File: src/rtl/noc_arb_pkg.sv
// Shared NoC arbitration definitions: port indices, address width and arbiter states.
package noc_arb_pkg;

  localparam int PORT_N     = 0;
  localparam int PORT_S     = 1;
  localparam int PORT_W     = 2;
  localparam int PORT_E     = 3;
  localparam int PORT_L     = 4;
  localparam int NOC_ADDR_W = 3;

  typedef enum logic [0:0] {
    ARB_IDLE   = 1'b0,
    ARB_LOCKED = 1'b1
  } arb_state_t;

  // Index width that stays legal for a single-input arbiter.
  function automatic int idx_width(input int n);
    return (n > 1) ? $clog2(n) : 1;
  endfunction

endpackage

File: src/rtl/rr_port_arbiter_if.sv
// Request/grant bundle between the input ports and one output-port arbiter.
// With RR_ARB_PERF_CNT_EN defined the bundle also carries the packet counters and their clear.
interface rr_port_arbiter_if
  import noc_arb_pkg::*;
#(
  parameter int NUM_IN = 5,
  parameter int ADDR_W = NOC_ADDR_W,
  parameter int CNT_W  = 16
);
  localparam int IDX_W = idx_width(NUM_IN);

  logic [NUM_IN-1:0]        req_valid_i;
  logic [NUM_IN*ADDR_W-1:0] nexthop_addr_i;
  logic [NUM_IN-1:0]        tail_i;
  logic                     out_ready_i;
  logic [NUM_IN-1:0]        grant_o;
  logic [IDX_W-1:0]         grant_idx_o;
  logic                     grant_valid_o;
  logic                     xfer_o;
`ifdef RR_ARB_PERF_CNT_EN
  logic [NUM_IN*CNT_W-1:0]  grant_cnt_o;
  logic                     cnt_clr_i;

  modport master (
    output req_valid_i, nexthop_addr_i, tail_i, out_ready_i, cnt_clr_i,
    input  grant_o, grant_idx_o, grant_valid_o, xfer_o, grant_cnt_o
  );
  modport slave (
    input  req_valid_i, nexthop_addr_i, tail_i, out_ready_i, cnt_clr_i,
    output grant_o, grant_idx_o, grant_valid_o, xfer_o, grant_cnt_o
  );
`else
  modport master (
    output req_valid_i, nexthop_addr_i, tail_i, out_ready_i,
    input  grant_o, grant_idx_o, grant_valid_o, xfer_o
  );
  modport slave (
    input  req_valid_i, nexthop_addr_i, tail_i, out_ready_i,
    output grant_o, grant_idx_o, grant_valid_o, xfer_o
  );
`endif

endinterface

File: src/rtl/rr_port_arbiter_rr_pick.sv
// Circular priority pick: first set request at or after ptr, wrapping NUM_IN-1 -> 0.
module rr_pick
  import noc_arb_pkg::*;
#(
  parameter int NUM_IN = 5,
  parameter int IDX_W  = idx_width(NUM_IN)
) (
  input  logic [NUM_IN-1:0] req,
  input  logic [IDX_W-1:0]  ptr,
  output logic [NUM_IN-1:0] onehot,
  output logic [IDX_W-1:0]  idx,
  output logic              found
);

  // NOTE: every output gets a default before the loop so no path leaves it unassigned (no latch).
  always_comb begin
    onehot = '0;
    idx    = '0;
    found  = 1'b0;
    for (int k = 0; k < NUM_IN; k++) begin
      int j;
      // Explicit wrap so non-power-of-two NUM_IN works.
      j = int'(ptr) + k;
      if (j >= NUM_IN) j = j - NUM_IN;
      if (!found && req[j]) begin
        found     = 1'b1;
        idx       = IDX_W'(j);
        onehot[j] = 1'b1;
      end
    end
  end

endmodule

File: src/rtl/rr_port_arbiter.sv
// Round-robin wormhole arbiter for one router output port.
// Optional per-input packet counters are enabled with RR_ARB_PERF_CNT_EN.
module rr_port_arbiter
  import noc_arb_pkg::*;
#(
  parameter int                NUM_IN       = 5,
  parameter int                ADDR_W       = NOC_ADDR_W,
  parameter int                PORT_ID      = PORT_L,
  parameter logic [NUM_IN-1:0] EXCLUDE_MASK = NUM_IN'(5'b10000),
  parameter int                CNT_W        = 16
) (
  input logic         clk,
  input logic         reset,
  rr_port_arbiter_if.slave bus
);
  localparam int         IDX_W     = idx_width(NUM_IN);
  localparam logic [0:0] ST_IDLE   = ARB_IDLE;
  localparam logic [0:0] ST_LOCKED = ARB_LOCKED;

  logic [0:0]        state;
  logic [IDX_W-1:0]  ptr;
  logic [NUM_IN-1:0] grant;
  logic [IDX_W-1:0]  grant_idx;
  logic              grant_valid;
  logic [NUM_IN-1:0] req;
  logic [NUM_IN-1:0] pick_oh;
  logic [IDX_W-1:0]  pick_idx;
  logic              pick_found;
  logic              xfer;
  logic              tail_xfer;

  always_comb begin
    req = '0;
    for (int i = 0; i < NUM_IN; i++) begin
      req[i] = bus.req_valid_i[i]
             & (bus.nexthop_addr_i[i*ADDR_W +: ADDR_W] == ADDR_W'(PORT_ID))
             & ~EXCLUDE_MASK[i];
    end
  end

  rr_pick #(.NUM_IN(NUM_IN), .IDX_W(IDX_W)) u_pick (
    .req    (req),
    .ptr    (ptr),
    .onehot (pick_oh),
    .idx    (pick_idx),
    .found  (pick_found)
  );

  // Route is not rechecked while locked: body flits carry no next-hop.
  assign xfer      = (state == ST_LOCKED) & bus.req_valid_i[grant_idx] & bus.out_ready_i;
  assign tail_xfer = xfer & bus.tail_i[grant_idx];

  // NOTE: state registers use non-blocking assignments so every flop samples pre-edge values.
  always_ff @(posedge clk or negedge reset) begin
    if (!reset) begin
      state       <= ST_IDLE;
      ptr         <= '0;
      grant       <= '0;
      grant_idx   <= '0;
      grant_valid <= 1'b0;
    end else if (state == ST_IDLE) begin
      if (pick_found) begin
        state       <= ST_LOCKED;
        grant       <= pick_oh;
        grant_idx   <= pick_idx;
        grant_valid <= 1'b1;
      end
    end else if (tail_xfer) begin
      // grant_idx is kept so the crossbar select does not glitch between packets.
      state       <= ST_IDLE;
      grant       <= '0;
      grant_valid <= 1'b0;
      ptr         <= (grant_idx == IDX_W'(NUM_IN - 1)) ? '0 : grant_idx + 1'b1;
    end
  end

  assign bus.grant_o       = grant;
  assign bus.grant_idx_o   = grant_idx;
  assign bus.grant_valid_o = grant_valid;
  assign bus.xfer_o        = xfer;

`ifdef RR_ARB_PERF_CNT_EN
  logic [CNT_W-1:0] cnt [NUM_IN];

  // NOTE: the counter array is only NUM_IN registers, so it is reset like any other state.
  always_ff @(posedge clk or negedge reset) begin
    if (!reset) begin
      for (int i = 0; i < NUM_IN; i++) cnt[i] <= '0;
    end else if (bus.cnt_clr_i) begin
      for (int i = 0; i < NUM_IN; i++) cnt[i] <= '0;
    end else begin
      for (int i = 0; i < NUM_IN; i++) begin
        if (tail_xfer && grant_idx == IDX_W'(i) && cnt[i] != '1) cnt[i] <= cnt[i] + 1'b1;
      end
    end
  end

  for (genvar g = 0; g < NUM_IN; g++) begin : g_cnt_out
    assign bus.grant_cnt_o[g*CNT_W +: CNT_W] = cnt[g];
  end
`endif

endmodule

File: src/flat_wrapper.sv
// flat-port wrapper written by rule: the top's interface ports become plain ports
module rr_port_arbiter_flat import noc_arb_pkg::*;
#(
  parameter int                NUM_IN       = 5,
  parameter int                ADDR_W       = NOC_ADDR_W,
  parameter int                PORT_ID      = PORT_L,
  parameter logic [NUM_IN-1:0] EXCLUDE_MASK = NUM_IN'(5'b10000),
  parameter int                CNT_W        = 16
)
  (clk, reset, bus_req_valid_i, bus_nexthop_addr_i, bus_tail_i, bus_out_ready_i, bus_grant_o, bus_grant_idx_o, bus_grant_valid_o, bus_xfer_o);
  rr_port_arbiter_if #(.NUM_IN(NUM_IN), .ADDR_W(ADDR_W), .CNT_W(CNT_W)) bus_i ();
  input logic clk;
  input logic reset;
  input wire logic [$bits(bus_i.req_valid_i)-1:0] bus_req_valid_i;
  input wire logic [$bits(bus_i.nexthop_addr_i)-1:0] bus_nexthop_addr_i;
  input wire logic [$bits(bus_i.tail_i)-1:0] bus_tail_i;
  input wire logic [$bits(bus_i.out_ready_i)-1:0] bus_out_ready_i;
  output wire logic [$bits(bus_i.grant_o)-1:0] bus_grant_o;
  output wire logic [$bits(bus_i.grant_idx_o)-1:0] bus_grant_idx_o;
  output wire logic [$bits(bus_i.grant_valid_o)-1:0] bus_grant_valid_o;
  output wire logic [$bits(bus_i.xfer_o)-1:0] bus_xfer_o;
  assign bus_i.req_valid_i = bus_req_valid_i;
  assign bus_i.nexthop_addr_i = bus_nexthop_addr_i;
  assign bus_i.tail_i = bus_tail_i;
  assign bus_i.out_ready_i = bus_out_ready_i;
  assign bus_grant_o = bus_i.grant_o;
  assign bus_grant_idx_o = bus_i.grant_idx_o;
  assign bus_grant_valid_o = bus_i.grant_valid_o;
  assign bus_xfer_o = bus_i.xfer_o;
  rr_port_arbiter #(.NUM_IN(NUM_IN), .ADDR_W(ADDR_W), .PORT_ID(PORT_ID), .EXCLUDE_MASK(EXCLUDE_MASK), .CNT_W(CNT_W)) u_core (.clk(clk), .reset(reset), .bus(bus_i));
endmodule
File: config.mk
export PLATFORM = sky130hd
export DESIGN_NAME = rr_port_arbiter_flat
export DESIGN_NICKNAME = d
export VERILOG_FILES = /design/src/rtl/noc_arb_pkg.sv /design/src/rtl/rr_port_arbiter_if.sv /design/src/rtl/rr_port_arbiter_rr_pick.sv /design/src/rtl/rr_port_arbiter.sv /design/src/flat_wrapper.sv
export SDC_FILE = /design/constraint.sdc
export NUM_CORES = 1
export LEC_CHECK = 0
export ABC_AREA = 1
export BUFFER_PORTS_ARGS = -buffer_cell sky130_fd_sc_hd__buf_4
export CORE_UTILIZATION = 40
export DETAILED_ROUTE_END_ITERATION = 12
export HOLD_SLACK_MARGIN = 0.06
export PLACE_DENSITY = 0.65
export SLEW_MARGIN = 20
export SYNTH_ARGS = -nofsm -noshare
export SYNTH_HDL_FRONTEND = slang
export SYNTH_HIERARCHICAL = 1
export SYNTH_SLANG_ARGS = --single-unit
File: constraint.sdc
create_clock -name clk -period 3.47 [get_ports clk]
set_input_delay 0 -clock clk [delete_from_list [all_inputs] [get_ports clk]]
set_output_delay 0 -clock clk [all_outputs]
set_load 0.1 [all_outputs]
==> flow_metrics.py, run 1 <==
metrics = {
    "floorplanning": {
        "initial_core_util": 0.424,
        "die_h_um": 79.3,
        "die-area_um2": 6290,
        "dieWidth_um": 79.3,
        "io_pins": 38,
        "rows": 27,
        "core_area_um2": 5640,
    },
    "power_and_ir_drop": {
        "powerDensity_nw_per_um2": 123,
        "irDropWorstVdd_mv": 0.243,
        "fin_total_pwr_w": 0.000344,
        "power.leakage_nw": 1.47,
    },
    "setup_path": {
        "slowest_delay_ps": 380,
        "timing.rr.end": "u_core/bus.grant_idx_o[2]",
        "cpMaxStageDelayCell": "dfrtp_1",
        "r2r_cells": 18,
        "worstPathRequired_ps": 3580,
        "crit_path_end_kind": "flop",
        "r2r-start": "u_core/ptr[0]",
        "critical_path.startpoint": "u_core/ptr[0]",
        "crit_fanout": 11,
        "r2r_slack_ps": 370,
        "critical_path_class": "reg2reg",
        "start_kind": "flop",
        "crit_chain": "inv_2 > ha_1 > ha_1 > nand2_1 > nand3_4 > nand2_2 > nand2_1 > nand2_1 > nand3_1 > nand2_1 > nor2_2 > nor2_4 > o21ai_0 > inv_1 > nor2_1 > buf_4 > nand2_1 > o21ai_0",
        "cp_common_cell": "nand2_1",
        "critPathArrivalTime_ps": 3210,
    },
    "cts": {
        "cts_tree": "yes",
        "cts-hold-fix-buffers": 1,
        "cts.repair.resized": 0,
        "clk_latency_ps": 240,
        "cts-buffers-inserted": 3,
        "cts_root_buffer": "clkbuf_8",
        "cts_setup_buffers": 0,
        "path_clk_slew_ps": 50,
        "clk_path_buf_depth": 2,
        "htree_levels": 1,
        "clock_sinks": 13,
    },
    "min_path": {
        "min_path_type": "in2async",
    },
    "logic_synthesis": {
        "yosysWarnings": 6,
        "yosysMostFrequentCell": "nand2_1",
        "synth_top_area_share": 0.188,
        "synth_seq_cells": 13,
        "synth_area_leaders": "nand2_1 (19%), dfrtp_1 (14%), nand3_1 (11%), ha_1 (7.3%), inv_1 (5.7%)",
        "netlist_area_um2": 2390,
        "avgSynthCellArea_um2": 6.15,
        "synthArstFlopShare": 1.00,
        "synth_seq_area_share": 0.136,
        "ys.flop_type": "dfrtp_1",
        "yosys.area.top_type": "nand2_1",
        "yosysUniqueCellTypes": 35,
        "netlist_instances": 389,
        "synth-edff-count": 0,
        "ys_top_cells_by_count": "nand2_1 (120), nand3_1 (53), inv_1 (36)",
    },
    "route": {
        "drt-total-wl_um": 6660,
        "via_count": 2637,
        "vias_per_cell": 5.22,
        "avgRoutedWirePerCell_um": 13.2,
        "dr.first_iter.drc_count": 128,
        "ant_nets": 0,
        "drt_pass1_iterations": 5,
        "drcViolationCount": 0,
    },
    "final_layout": {
        "fillers": 580,
        "final_nets": 477,
        "drive_above_1_share": 0.222,
        "fin_area_um2": 2810,
        "areaGrowthSynthToFinish_pct": 17.4,
        "antennaDiodeCount": 0,
    },
    "placement": {
        "dp.final_hpwl_um": 5380,
        "gp_congestion": 0.890,
        "placed_area_um2": 2750,
        "io_buffers": 34,
    },
    "sta": {
        "setup_viol": 0,
        "relSlewSlack": 0.434,
        "clock.fmax_mhz": 323,
        "finClkSkew_ps": 1.91,
        "final.setup.tns_ps": 0,
        "fin_crit_sh": 0.893,
        "report.final.slew_viol_count": 0,
        "hold_slack_ps": 136,
        "finalHoldViolations": 0,
        "worstMarginPinSlew_ps": 842,
        "finalCriticalPeriod_ps": 3100,
        "rsz0062_at_grt": "false",
    },
    "grt": {
        "first_global_vias": 2383,
        "gr-total-overflow": 0,
        "antenna_found_initial": 0,
        "grt_max_degree": 20,
        "track_usage": 0.220,
        "grt_pass1_wl_um": 11100,
    },
    "flow_run": {
        "cap_viol_max_count": 0,
    },
    "run_status": {
        "outcome": "finished clean",
    },
}
==> placed cells by master (no fill, tap or decap), types with 3 or more instances in the layout <==
cell type and instances:
nor2_1 31, nand2_2 12, nor2_4 4, nand4_1 19, nand2_1 120, a21oi_1 5
conb_1 5, o21ai_2 3, ha_1 14, o21ai_0 15, nand2_4 7, nand3_4 3
buf_4 40, clkbuf_8 3, nand3_1 53, dfrtp_1 13, nand3_2 9, nor2_2 4
inv_1 36, inv_2 5, nor3_1 13
==> through the flow <==
stage	setup WS (ps)	utilization	instances
floorplan	547	-	393
global placement	476	0.488	500
detailed placement	413	0.488	500
CTS	398	0.497	505
global route	49.9	0.497	505
finish	371	0.497	505
==> metal layers <==
metal,part of all wire,GRT usage,vias up
met5,0,0,-
met4,0.0092,0.0527,0
met3,0.036,0.0172,6
met2,0.46,0.372,68
met1,0.49,0.301,1187
li1,-,-,1376
==> critical path: cells and delay by family, from the launching register on <==
family	cells	cell delay, ps
simple gates	11	1280
flops	1	380
fa+ha+maj	2	640
compound gates	2	220
buf+inv	3	430
==> flip-flops by register name, indices dropped and copies added, names as in the netlist <==
register	flops
u_core/ptr	3
u_core/bus.grant_o	5
u_core/bus.grant_idx_o	3
u_core/state	1
u_core/bus.grant_valid_o	1
==> cell families (layout without fill, tap and decap cells) <==
family	Yosys count	after routing	share of synthesized area
and+or+nand+nor	278	278	0.587
buffers and inverters	46	86	0.0832
AOI/OAI and AO/OA	32	32	0.0869
adders and majority gates	15	15	0.0816
DFF	13	13	0.136
xor gates and xnor gates	3	3	0.0188
other	1	5	0.00157
muxes	1	1	0.00471
==> power breakdown <==
| group | switching, W | internal (W) | leakage [nW] | total (W) |
|---|---|---|---|---|
| Sequential | 0 | 0.000152 | 0.140 | 0.000152 |
| Clock | 0.0000505 | 0.0000809 | 0.0228 | 0.000131 |
| Combinational | 0.0000315 | 0.0000292 | 1.31 | 0.0000607 |
| Total | 0.0000820 | 0.000262 | 1.47 | 0.000344 |
==> how the worst max path moves through the flow <==
stage | cells past startpoint | slack, ps | to
2_1_floorplan | 17 | 550 | u_core/bus.grant_idx_o[2]
3_3_place_gp | 17 | 480 | u_core/bus.grant_idx_o[2]
3_5_place_dp | 19 | 410 | u_core/bus.grant_idx_o[2]
4_1_cts | 19 | 400 | u_core/bus.grant_idx_o[2]
5_1_grt | 19 | 50 | u_core/bus.grant_idx_o[0]
6_report | 18 | 370 | u_core/bus.grant_idx_o[2]
==> layout make-up <==
| cell class | count | area, µm² | share of cell area |
|---|---|---|---|
| clock buffers | 4 | 45.0 | 0.0160 |
| flip-flops and latches | 13 | 325 | 0.116 |
| well taps | 72 | 90.1 | 0.0321 |
| multi-input cells | 334 | 1880 | 0.671 |
| inverters | 41 | 154 | 0.0548 |
| repair buffers | 41 | 310 | 0.111 |
(Power assumes the default switching activity.)
==> run 2: changes to the inputs <==
Settings changed: CORE_UTILIZATION 40 to 35, PLACE_DENSITY 0.65 to 0.56.
==> run 2 against run 1 <==
Net effect:
- non-clock buffer count unchanged
- critical endpoint unchanged
- wire length up 3.4%
- count of clock-buffer cells in the layout stayed put
- largest cell class unchanged
- maximum frequency up 1.9%
- largest power group unchanged
==> flow_metrics.py, run 2 (same netlist as run 1, synthesis figures left out) <==
metrics = {
    "sta": {
        "clock.fmax_mhz": 329,
        "finClkSkew_ps": 0.332,
        "worstMarginPinSlew_ps": 977,
        "setup_viol": 0,
        "hold_slack_ps": 138,
        "report.final.slew_viol_count": 0,
        "rsz0062_at_grt": "false",
        "final.setup.tns_ps": 0,
        "fin_crit_sh": 0.877,
        "finalCriticalPeriod_ps": 3040,
        "finalHoldViolations": 0,
        "relSlewSlack": 0.344,
        "fin_ws_ps": 428,
    },
    "floorplanning": {
        "initial_core_util": 0.370,
        "rows": 29,
        "io_pins": 38,
        "core_area_um2": 6460,
        "die-area_um2": 7170,
        "die_h_um": 84.7,
        "dieWidth_um": 84.7,
    },
    "grt": {
        "gr-total-overflow": 0,
        "antenna_found_initial": 0,
        "grt_pass1_wl_um": 11600,
        "track_usage": 0.199,
        "first_global_vias": 2458,
        "grt_max_degree": 20,
    },
    "route": {
        "vias_per_cell": 5.24,
        "drcViolationCount": 0,
        "drt-total-wl_um": 6880,
        "avgRoutedWirePerCell_um": 13.5,
        "via_count": 2673,
        "dr.first_iter.drc_count": 135,
        "ant_nets": 0,
        "drt_pass1_iterations": 4,
    },
    "setup_path": {
        "critical_path_class": "reg2reg",
        "start_kind": "flop",
        "slowest_delay_ps": 450,
        "crit_fanout": 19,
        "crit_family": "simple AND/OR/NAND/NOR gates",
        "crit_chain": "inv_2 > ha_1 > ha_1 > inv_1 > a21oi_1 > nand2_1 > nand3_4 > nand3_4 > nor2_4 > o21ai_0 > inv_1 > nor2_1 > buf_4 > nand2_1 > o21ai_0",
        "cp_num_buf_inv": 4,
        "critPathArrivalTime_ps": 3150,
        "cpMaxStageDelayCell": "ha_1",
        "worstPathRequired_ps": 3580,
        "crit_path_end_kind": "flop",
    },
    "final_layout": {
        "areaGrowthSynthToFinish_pct": 17.6,
        "antennaDiodeCount": 0,
        "drive_above_1_share": 0.222,
        "final_common_cell": "nand2_1",
        "seq_area_um2": 325,
        "utilization": 0.435,
        "final_cell_mix": "nand2_1 (120), nand3_1 (53), buf_4 (40)",
        "largest_reg_flops": 5,
        "fin_area_um2": 2810,
        "fillers": 694,
        "multi_input_area_um2": 1880,
        "final_nets": 477,
    },
    "placement": {
        "dp.final_hpwl_um": 5580,
        "gp_congestion": 0.901,
        "placed_area_um2": 2760,
        "io_buffers": 34,
        "pre_cts_slack_ps": 463,
    },
    "cts": {
        "cts.repair.resized": 0,
        "cts_root_buffer": "clkbuf_8",
        "path_clk_slew_ps": 50,
        "cts-buffers-inserted": 3,
        "clk_path_buf_depth": 2,
        "htree_levels": 1,
        "clk_latency_ps": 240,
        "clock_sinks": 13,
        "cts_tree": "yes",
    },
    "power_and_ir_drop": {
        "powerDensity_nw_per_um2": 123,
        "power.leakage_nw": 1.47,
        "irDropWorstVdd_mv": 0.191,
    },
    "min_path": {
        "min_path_type": "in2async",
    },
    "flow_run": {
        "cap_viol_max_count": 0,
    },
    "run_status": {
        "outcome": "finished clean",
    },
}
## run 2: cell counts in the layout (fill, tap and decap cells not counted)
No cell type changed its count.
## run 2: final timing paths
kind	cells past startpoint	end	from	slack, ps
worst min-delay path	2	u_core/bus.grant_valid_o	reset	140
worst max-delay path	15	u_core/bus.grant_idx_o[2]	u_core/ptr[0]	430
min in group clk	6	u_core/bus.grant_valid_o	bus_tail_i[4]	280
worst min register to register	2	u_core/bus.grant_o[4]	u_core/bus.grant_o[4]	500
max in group asynchronous	2	u_core/ptr[0]	reset	3170
worst max register to register	15	u_core/bus.grant_idx_o[2]	u_core/ptr[0]	430
## run 2: where the power goes
part           internal, W  switching, W
Sequential        0.000152             0
Combinational    0.0000292     0.0000318
Clock            0.0000810     0.0000518
Total             0.000262     0.0000836
## run 2: stage by stage
step	instances	total power [W]
after CTS	510	0.000349
after detailed placement	505	0.000214
final	510	0.000346
after global placement	505	0.000214
after floorplan	393	0.000184
after global routing	510	0.000361
## run 2: layout make-up
type	instances	area share
multi-input combinational	334	0.669
inverter	41	0.0547
sequential	13	0.116
timing repair buffer	41	0.110
clock buffer	4	0.0160
tap	77	0.0343
## run 2: routing by layer
layer | GRT usage | share of wire
met3 | 0.00983 | 0.020
met2 | 0.330 | 0.47
met5 | 0 | 0
met1 | 0.271 | 0.48
met4 | 0.0832 | 0.032
## run 2: repair_timing
action                    4_1_cts  5_1_grt
hold endpoints to repair       13        0
hold buffers                    1        0
buffers inserted                0        0
